## src/rtl/if_stage.sv

```systemverilog
// if_stage -- instruction-fetch stage of the THCO-MIPS pipeline.
//
// Owns the PC, drives the instruction ROM (zero-latency, combinational from
// rom_addr_o) and registers the returned instruction plus its PC into the
// IF/ID pipeline register. Handles hazard stalls, taken branches with one
// delay slot, and flushes to an exception/redirect PC.
//
// Ports:
//   clk, rst          clock; synchronous active-low reset
//   stall_if          hold PC
//   stall_id          hold IF/ID register (also holds PC)
//   branch_flag_i     taken branch resolved in ID this cycle
//   branch_target_i   branch target (bit 0 forced to 0)
//   flush_i           flush to flush_pc_i (bit 0 forced to 0)
//   inst_i            instruction from ROM for rom_addr_o
//   rom_ce_o          ROM chip enable, 0 in the cycle after reset
//   rom_addr_o        ROM address (= current PC)
//   id_pc_o           PC of the instruction in IF/ID
//   id_inst_o         instruction in IF/ID
//   id_valid_o        1 = real instruction, 0 = bubble
module if_stage #(
  parameter logic [15:0] RESET_PC = 16'h0000,
  parameter logic [15:0] NOP_INST = 16'h0800
) (
  input  logic        clk,
  input  logic        rst,
  input  logic        stall_if,
  input  logic        stall_id,
  input  logic        branch_flag_i,
  input  logic [15:0] branch_target_i,
  input  logic        flush_i,
  input  logic [15:0] flush_pc_i,
  input  logic [15:0] inst_i,
  output logic        rom_ce_o,
  output logic [15:0] rom_addr_o,
  output logic [15:0] id_pc_o,
  output logic [15:0] id_inst_o,
  output logic        id_valid_o
);

  logic        rom_ce_q,   rom_ce_d;
  logic [15:0] pc_q,       pc_d;
  logic [15:0] id_pc_q,    id_pc_d;
  logic [15:0] id_inst_q,  id_inst_d;
  logic        id_valid_q, id_valid_d;

  // A stalled ID stage must also freeze fetch, otherwise the instruction
  // fetched while ID holds would be lost.
  logic stall_if_e, stall_id_e;
  assign stall_if_e = stall_if | stall_id;
  assign stall_id_e = stall_id;

  always_comb begin
    rom_ce_d = 1'b1;
    pc_d     = pc_q;
    // The first enabled cycle fetches RESET_PC, so the PC only moves once
    // the ROM is already enabled. Flush overrides stalls; a branch seen
    // during a stall is dropped because ID keeps asserting it.
    if (rom_ce_q) begin
      if (flush_i)
        pc_d = {flush_pc_i[15:1], 1'b0};
      else if (!stall_if_e) begin
        if (branch_flag_i)
          pc_d = {branch_target_i[15:1], 1'b0};
        else
          pc_d = pc_q + 16'd2;
      end
    end
  end

  always_comb begin
    id_pc_d    = id_pc_q;
    id_inst_d  = id_inst_q;
    id_valid_d = id_valid_q;
    if (flush_i || !rom_ce_q || (stall_if_e && !stall_id_e)) begin
      id_pc_d    = 16'h0000;
      id_inst_d  = NOP_INST;
      id_valid_d = 1'b0;
    end else if (!stall_id_e) begin
      // Delay slot: the instruction fetched alongside a taken branch is
      // captured like any other; only the PC is redirected.
      id_pc_d    = pc_q;
      id_inst_d  = inst_i;
      id_valid_d = 1'b1;
    end
  end

  always_ff @(posedge clk) begin
    if (!rst) begin
      rom_ce_q   <= 1'b0;
      pc_q       <= RESET_PC;
      id_pc_q    <= 16'h0000;
      id_inst_q  <= NOP_INST;
      id_valid_q <= 1'b0;
    end else begin
      rom_ce_q   <= rom_ce_d;
      pc_q       <= pc_d;
      id_pc_q    <= id_pc_d;
      id_inst_q  <= id_inst_d;
      id_valid_q <= id_valid_d;
    end
  end

  assign rom_ce_o   = rom_ce_q;
  assign rom_addr_o = pc_q;
  assign id_pc_o    = id_pc_q;
  assign id_inst_o  = id_inst_q;
  assign id_valid_o = id_valid_q;

endmodule
```

## config.mk

```make
export PLATFORM = sky130hd
export DESIGN_NAME = if_stage
export DESIGN_NICKNAME = d
export VERILOG_FILES = /design/src/rtl/if_stage.sv
export SDC_FILE = /design/constraint.sdc
export NUM_CORES = 1
export LEC_CHECK = 0
export CAP_MARGIN = 20
export CORE_MARGIN = 5
export CORE_UTILIZATION = 38
export CTS_CLUSTER_SIZE = 14
export DETAILED_ROUTE_END_ITERATION = 6
export PLACE_DENSITY = 0.76
export SKIP_CTS_REPAIR_TIMING = 1
export SLEW_MARGIN = 15
export SYNTH_ARGS = -nofsm -noshare
export SYNTH_HDL_FRONTEND = slang
export SYNTH_SLANG_ARGS = --single-unit
```

## constraint.sdc

```tcl
create_clock -name clk -period 1.6 [get_ports clk]
set_input_delay 0.24 -clock clk [delete_from_list [all_inputs] [get_ports clk]]
set_output_delay 0.24 -clock clk [all_outputs]
set_load 0.005 [all_outputs]
```

# ---- Yosys cells after proc, flatten, opt, wreduce, memory -nomap -nowiden
# Cells that the tools add are included.
dict set report word_totals {
  reg_bits 50
  in_bits 54
  wordCells 20
  output_inout_bits 50
}
dict set report op_classes {
  reduce_logical 7
  eq_ne 1
  n_bitwise 2
  n_mux 4
  n_addsub 1
}
# op n
set op_table {}
lappend op_table {{2-to-1 mux 16 bit} 3}
lappend op_table {{adder 16 x 2 -> 16 bit (second input constant)} 1}
lappend op_table {{logical NOT 1 bit} 2}
lappend op_table {{logical OR 1 bit} 2}
lappend op_table {{!= test 2 bit (second input constant)} 1}
lappend op_table {{AND reduction 2 bit} 1}
lappend op_table {{OR reduction 2 bit} 1}
lappend op_table {{logical AND 1 bit} 1}
lappend op_table {{2-to-1 mux 1 bit} 1}
lappend op_table {{NOT 1 bit} 1}
lappend op_table {{OR 1 bit} 1}

# ---- Logic depth before layout (Yosys ltp)
dict set report logic_depth {
  word_depth 4
  depth_mapped 7
}

# ---- Worst setup path before layout
# OpenSTA, ideal clock, no wires.
dict set report synth_path {
  path_kind {flip-flop to flip-flop}
  start {reg pc_q[1] (netlist: rom_addr_o[1])}
  end {reg pc_q[7] (netlist: rom_addr_o[7])}
  synth_period_minus_slack_ns 1.617
  setup_time_ns 0.095
  required_ns 1.505
  setup_slack_ns -0.017
  arrival_ns 1.521
  path_stages_with_launch 6
  path_buffers 0
  cell_sequence {dfxtp_1 ha_1 and3_4 a311o_1 a31o_1 a221oi_1}
}
dict set report synth_via {
  elab_chain_cells 4
}
# element line_no
set synth_rtl {}
lappend synth_rtl {{from (decl)} 42} ;# logic [15:0] pc_q, pc_d;
lappend synth_rtl {{from (signal assigned)} 97} ;# pc_q <= pc_d;
lappend synth_rtl {{adder 16 x 2 -> 16 bit} 66} ;# pc_d = pc_q + 16'd2;
lappend synth_rtl {{2-to-1 mux 16 bit} 63} ;# if (branch_flag_i)
lappend synth_rtl {{2-to-1 mux 16 bit} 62} ;# else if (!stall_if_e) begin
lappend synth_rtl {{2-to-1 mux 16 bit} 60} ;# if (flush_i)
# No other way between the ends. The select of a mux whose other input is x is not followed.
# A chain may end at the register's enable or synchronous reset.

# ---- Final worst setup path
dict set report layout_path {
  start {reg pc_q[4] (netlist: rom_addr_o[4])}
  end {out rom_addr_o[4]}
}
# element line_no
set layout_lines {}
lappend layout_lines {{to (decl)} 35} ;# output logic [15:0] rom_addr_o,
# No word-level cell between the ends.

==> flow_metrics.env <==
export IMPL_maxCapViolations=0
export IMPL_path_delay_family="buffers and inverters"
export IMPL_ant_nets=0
export IMPL_antenna_found_initial=0
export IMPL_fin_crit_ns=1.565
export IMPL_worstHoldStart="stall_id"
export IMPL_power_net_switching_uw=649.9
export IMPL_min_to="id_pc_o[5]"
export IMPL_nFillCells=511
export IMPL_synth_xor_area_share_pct=1.117
export IMPL_synthArstFlopShare_pct=0
export IMPL_internal_power_uw=2102
export IMPL_syn_area_um2=2352
export IMPL_clock_fmax_mhz=638.9
export IMPL_ys_flop_type="dfxtp_1"
export IMPL_grt_pass1_wl_um=10750
export IMPL_rr_worst_depth=5
export IMPL_timing_hold_ws_ns=0.4584
export IMPL_p_leak_uw=0.001496
export IMPL_worst_slack_ns=0.03476
export IMPL_yosysWarnings=0
export IMPL_cts_tree="built"
export IMPL_clk_pin_slew_ns=0.09
export IMPL_regArea_um2=982.2
export IMPL_power_frac_comb_pct=19.2
export IMPL_vdd_drop_max_v=0.0004403
export IMPL_routed_wl_um=7041
export IMPL_chipWidth_um=88.68
export IMPL_grt_max_degree=26
export IMPL_clock_latency_ns=0.30
export IMPL_synthMuxAreaShare_pct=14.47
export IMPL_post_route_period_util_pct=97.83
export IMPL_synth_top_family_by_area="simple AND/OR/NAND/NOR gates"
export IMPL_io_buffers=99
export IMPL_critPathArrivalTime_ns=1.33
export IMPL_syn_to_final_growth_pct=62.13
export IMPL_ys_seq_elements=48
export IMPL_grt_use_total_pct=17.07
export IMPL_outcome="finished, final reports clean"
export IMPL_r2r_start="rom_addr_o[2]"
export IMPL_syn_inst=271
export IMPL_required_ns=1.36
export IMPL_synth_cell_type_count=45
export IMPL_critPathSlowestCell="clkdlybuf4s50_1"
export IMPL_antenna_cells=0
export IMPL_crit_chain="buf_4 > clkdlybuf4s50_1"
export IMPL_initial_core_util_pct=39.50
export IMPL_finClkSkew_ns=0.01151
export IMPL_wl_per_cell_um=14.98
export IMPL_crit_path_end_kind="primary output"
export IMPL_rr_endpoint="rom_addr_o[15]"
export IMPL_critPathKind="flop to primary output"
export IMPL_cts_sinks=48
export IMPL_cts_root_buf="clkbuf_8"
export IMPL_drt_pass1_iter_count=6
export IMPL_final_area_um2=3814
export IMPL_vias=2437
export IMPL_gp_congestion=0.8957
export IMPL_critPathBufInv=2
export IMPL_synth_edf_count=0
export IMPL_core_area_um2=5956
export IMPL_power_share_switching_pct=23.62
export IMPL_pwr_share_seq_pct=46.4
export IMPL_seq_area_frac_synth_pct=40.85
export IMPL_viasPerCell=5.185
export IMPL_hold_depth=4
export IMPL_cts_max_level=2
export IMPL_finalSetupViolCount=0
export IMPL_preCtsSetupSlack_ns=-0.2386
export IMPL_startpoint_type="flop"
export IMPL_yosys_area_share_simple_pct=19.26
export IMPL_dieArea_um2=7863
export IMPL_hold_class="input pin to flop"
export IMPL_rows=28
export IMPL_synth_avg_cell_area_um2=8.680
export IMPL_crit_fanout=6
export IMPL_critPathMaxStageDelay_ns=0.50
export IMPL_dpl_instance_area_um2=3613
export IMPL_layout_drive_gt1_share_pct=17.22
export IMPL_p_per_area_nw_per_um2=721.6
export IMPL_die_h_um=88.68
export IMPL_clockBufferDepth=2
export IMPL_synthAdderAreaFrac_pct=0.5319
export IMPL_multiInputGateArea_um2=1284
export IMPL_power_clock_fraction_pct=34.4
export IMPL_grt_overflow=0
export IMPL_synth_compound_area_share_pct=16.91
export IMPL_stdcell_count=470
export IMPL_reg2reg_slack_ns=0.07
export IMPL_fin_nets=449
export IMPL_hold_viol=0
export IMPL_cts_buffers=5
export IMPL_route_detailed_drc=0
export IMPL_grt_pass1_vias=2297
export IMPL_io_pins=104
export IMPL_slew_viol_final=0
export IMPL_drt_iter0_drc=99
export IMPL_dp_hpwl_um=5568
export IMPL_dp_cells=461
[routing by layer]
layer  global-route usage [%]  wire (µm)  vias up
met5                        0          0        -
met4                    4.670         10        0
met3                    2.328        589        2
met2                    29.08       3467      103
met1                    22.56       2973     1121
li1                         -          -     1211
[state kept, by name, summed over array words and instances (netlist names)]
| name | cells |
|---|---|
| id_inst_o | 16 |
| id_pc_o | 15 |
| id_valid_o | 1 |
| rom_addr_o | 15 |
| rom_ce_o | 1 |
[worst max path at each step]
stage,start,end,slack [ns],depth (start not counted)
after floorplan,rom_addr_o[1],rom_addr_o[7],0.02,5
after global placement,branch_flag_i,rom_addr_o[15],-0.20,5
after detailed placement,branch_flag_i,rom_addr_o[15],-0.24,5
after CTS,rom_addr_o[3],rom_addr_o[3],-0.07,2
after global routing,rom_addr_o[2],rom_addr_o[11],-0.008,6
final,rom_addr_o[4],rom_addr_o[4],0.03,2
[synth_stat cells (2+ instances only)]
master / instances / area, µm²
xnor2_1: 3 / 26.28
nand3_1: 8 / 40.04
a31oi_1: 2 / 12.51
nor2_1: 37 / 138.9
a22o_1: 6 / 52.55
buf_2: 8 / 40.04
mux2i_1: 34 / 340.3
clkbuf_1: 5 / 18.77
nor3_1: 4 / 20.02
nand4_1: 5 / 31.28
nand4b_1: 2 / 17.52
a21oi_1: 19 / 95.09
nand3b_1: 2 / 15.01
nor2b_1: 4 / 25.02
buf_6: 2 / 22.52
o41ai_1: 2 / 17.52
o21ai_1: 2 / 10.01
inv_1: 11 / 41.29
nand2_1: 19 / 71.32
o32ai_1: 2 / 17.52
a221oi_1: 2 / 17.52
o21ai_0: 14 / 70.07
o21a_1: 2 / 15.01
dfxtp_1: 48 / 960.9
nor4_1: 4 / 25.02
buf_4: 3 / 22.52
or3b_2: 2 / 17.52
and4_1: 2 / 17.52
[layout by cell type, fill, tap and decap left out, types with 4 or more instances in the layout]
master	count
clkdlybuf4s50_1	96
nor2_1	37
dfxtp_1	37
mux2i_1	34
buf_4	34
nand2_1	19
a21oi_1	19
o21ai_0	14
inv_1	11
nand3_1	8
dfxtp_2	8
clkbuf_8	7
a22o_1	6
nand4_1	5
nor2b_1	4
[power by group through the flow]
stage / Clock [µW] / Sequential (µW) / Combinational, µW
floorplan: 0 / 1300 / 219
global placement: 0 / 1300 / 512
detailed placement: 0 / 1300 / 523
CTS: 976 / 1270 / 525
global route: 1030 / 1280 / 569
finish: 947 / 1280 / 529
[cell families after synthesis]
group,Yosys count
and+or+nand+nor,93
AOI/OAI and AO/OA,60
DFF,48
muxes,34
buffers and inverters,31
xor gates and xnor gates,3
adders and majority gates,1
other,1
[worst register-to-register path: cells and delay by family (launching register included)]
family,cells,cell delay [ns]
and+or+nand+nor,3,0.77
DFF,1,0.38
adders and majority gates,1,0.15
AOI/OAI and AO/OA,1,0.10
[final cells by class]
class	count	area share (%)
Clock inverter	1	0.7874
Multi-Input combinational cell	193	33.66
Clock buffer	7	2.526
Sequential cell	48	25.75
Inverter	11	1.083
Timing Repair Buffer	135	33.73
Tap cell	75	2.461
[metrics by stage]
step                 TNS (ns)  utilization (%)  total power [µW]
floorplan                   0                -              1516
global placement       -1.407            60.67              1808
detailed placement     -1.981            60.67              1822
CTS                   -0.2547            62.79              2773
global route        -0.007541            64.03              2884
finish                      0            64.03              2752
Power figures use the tool's default switching activity.
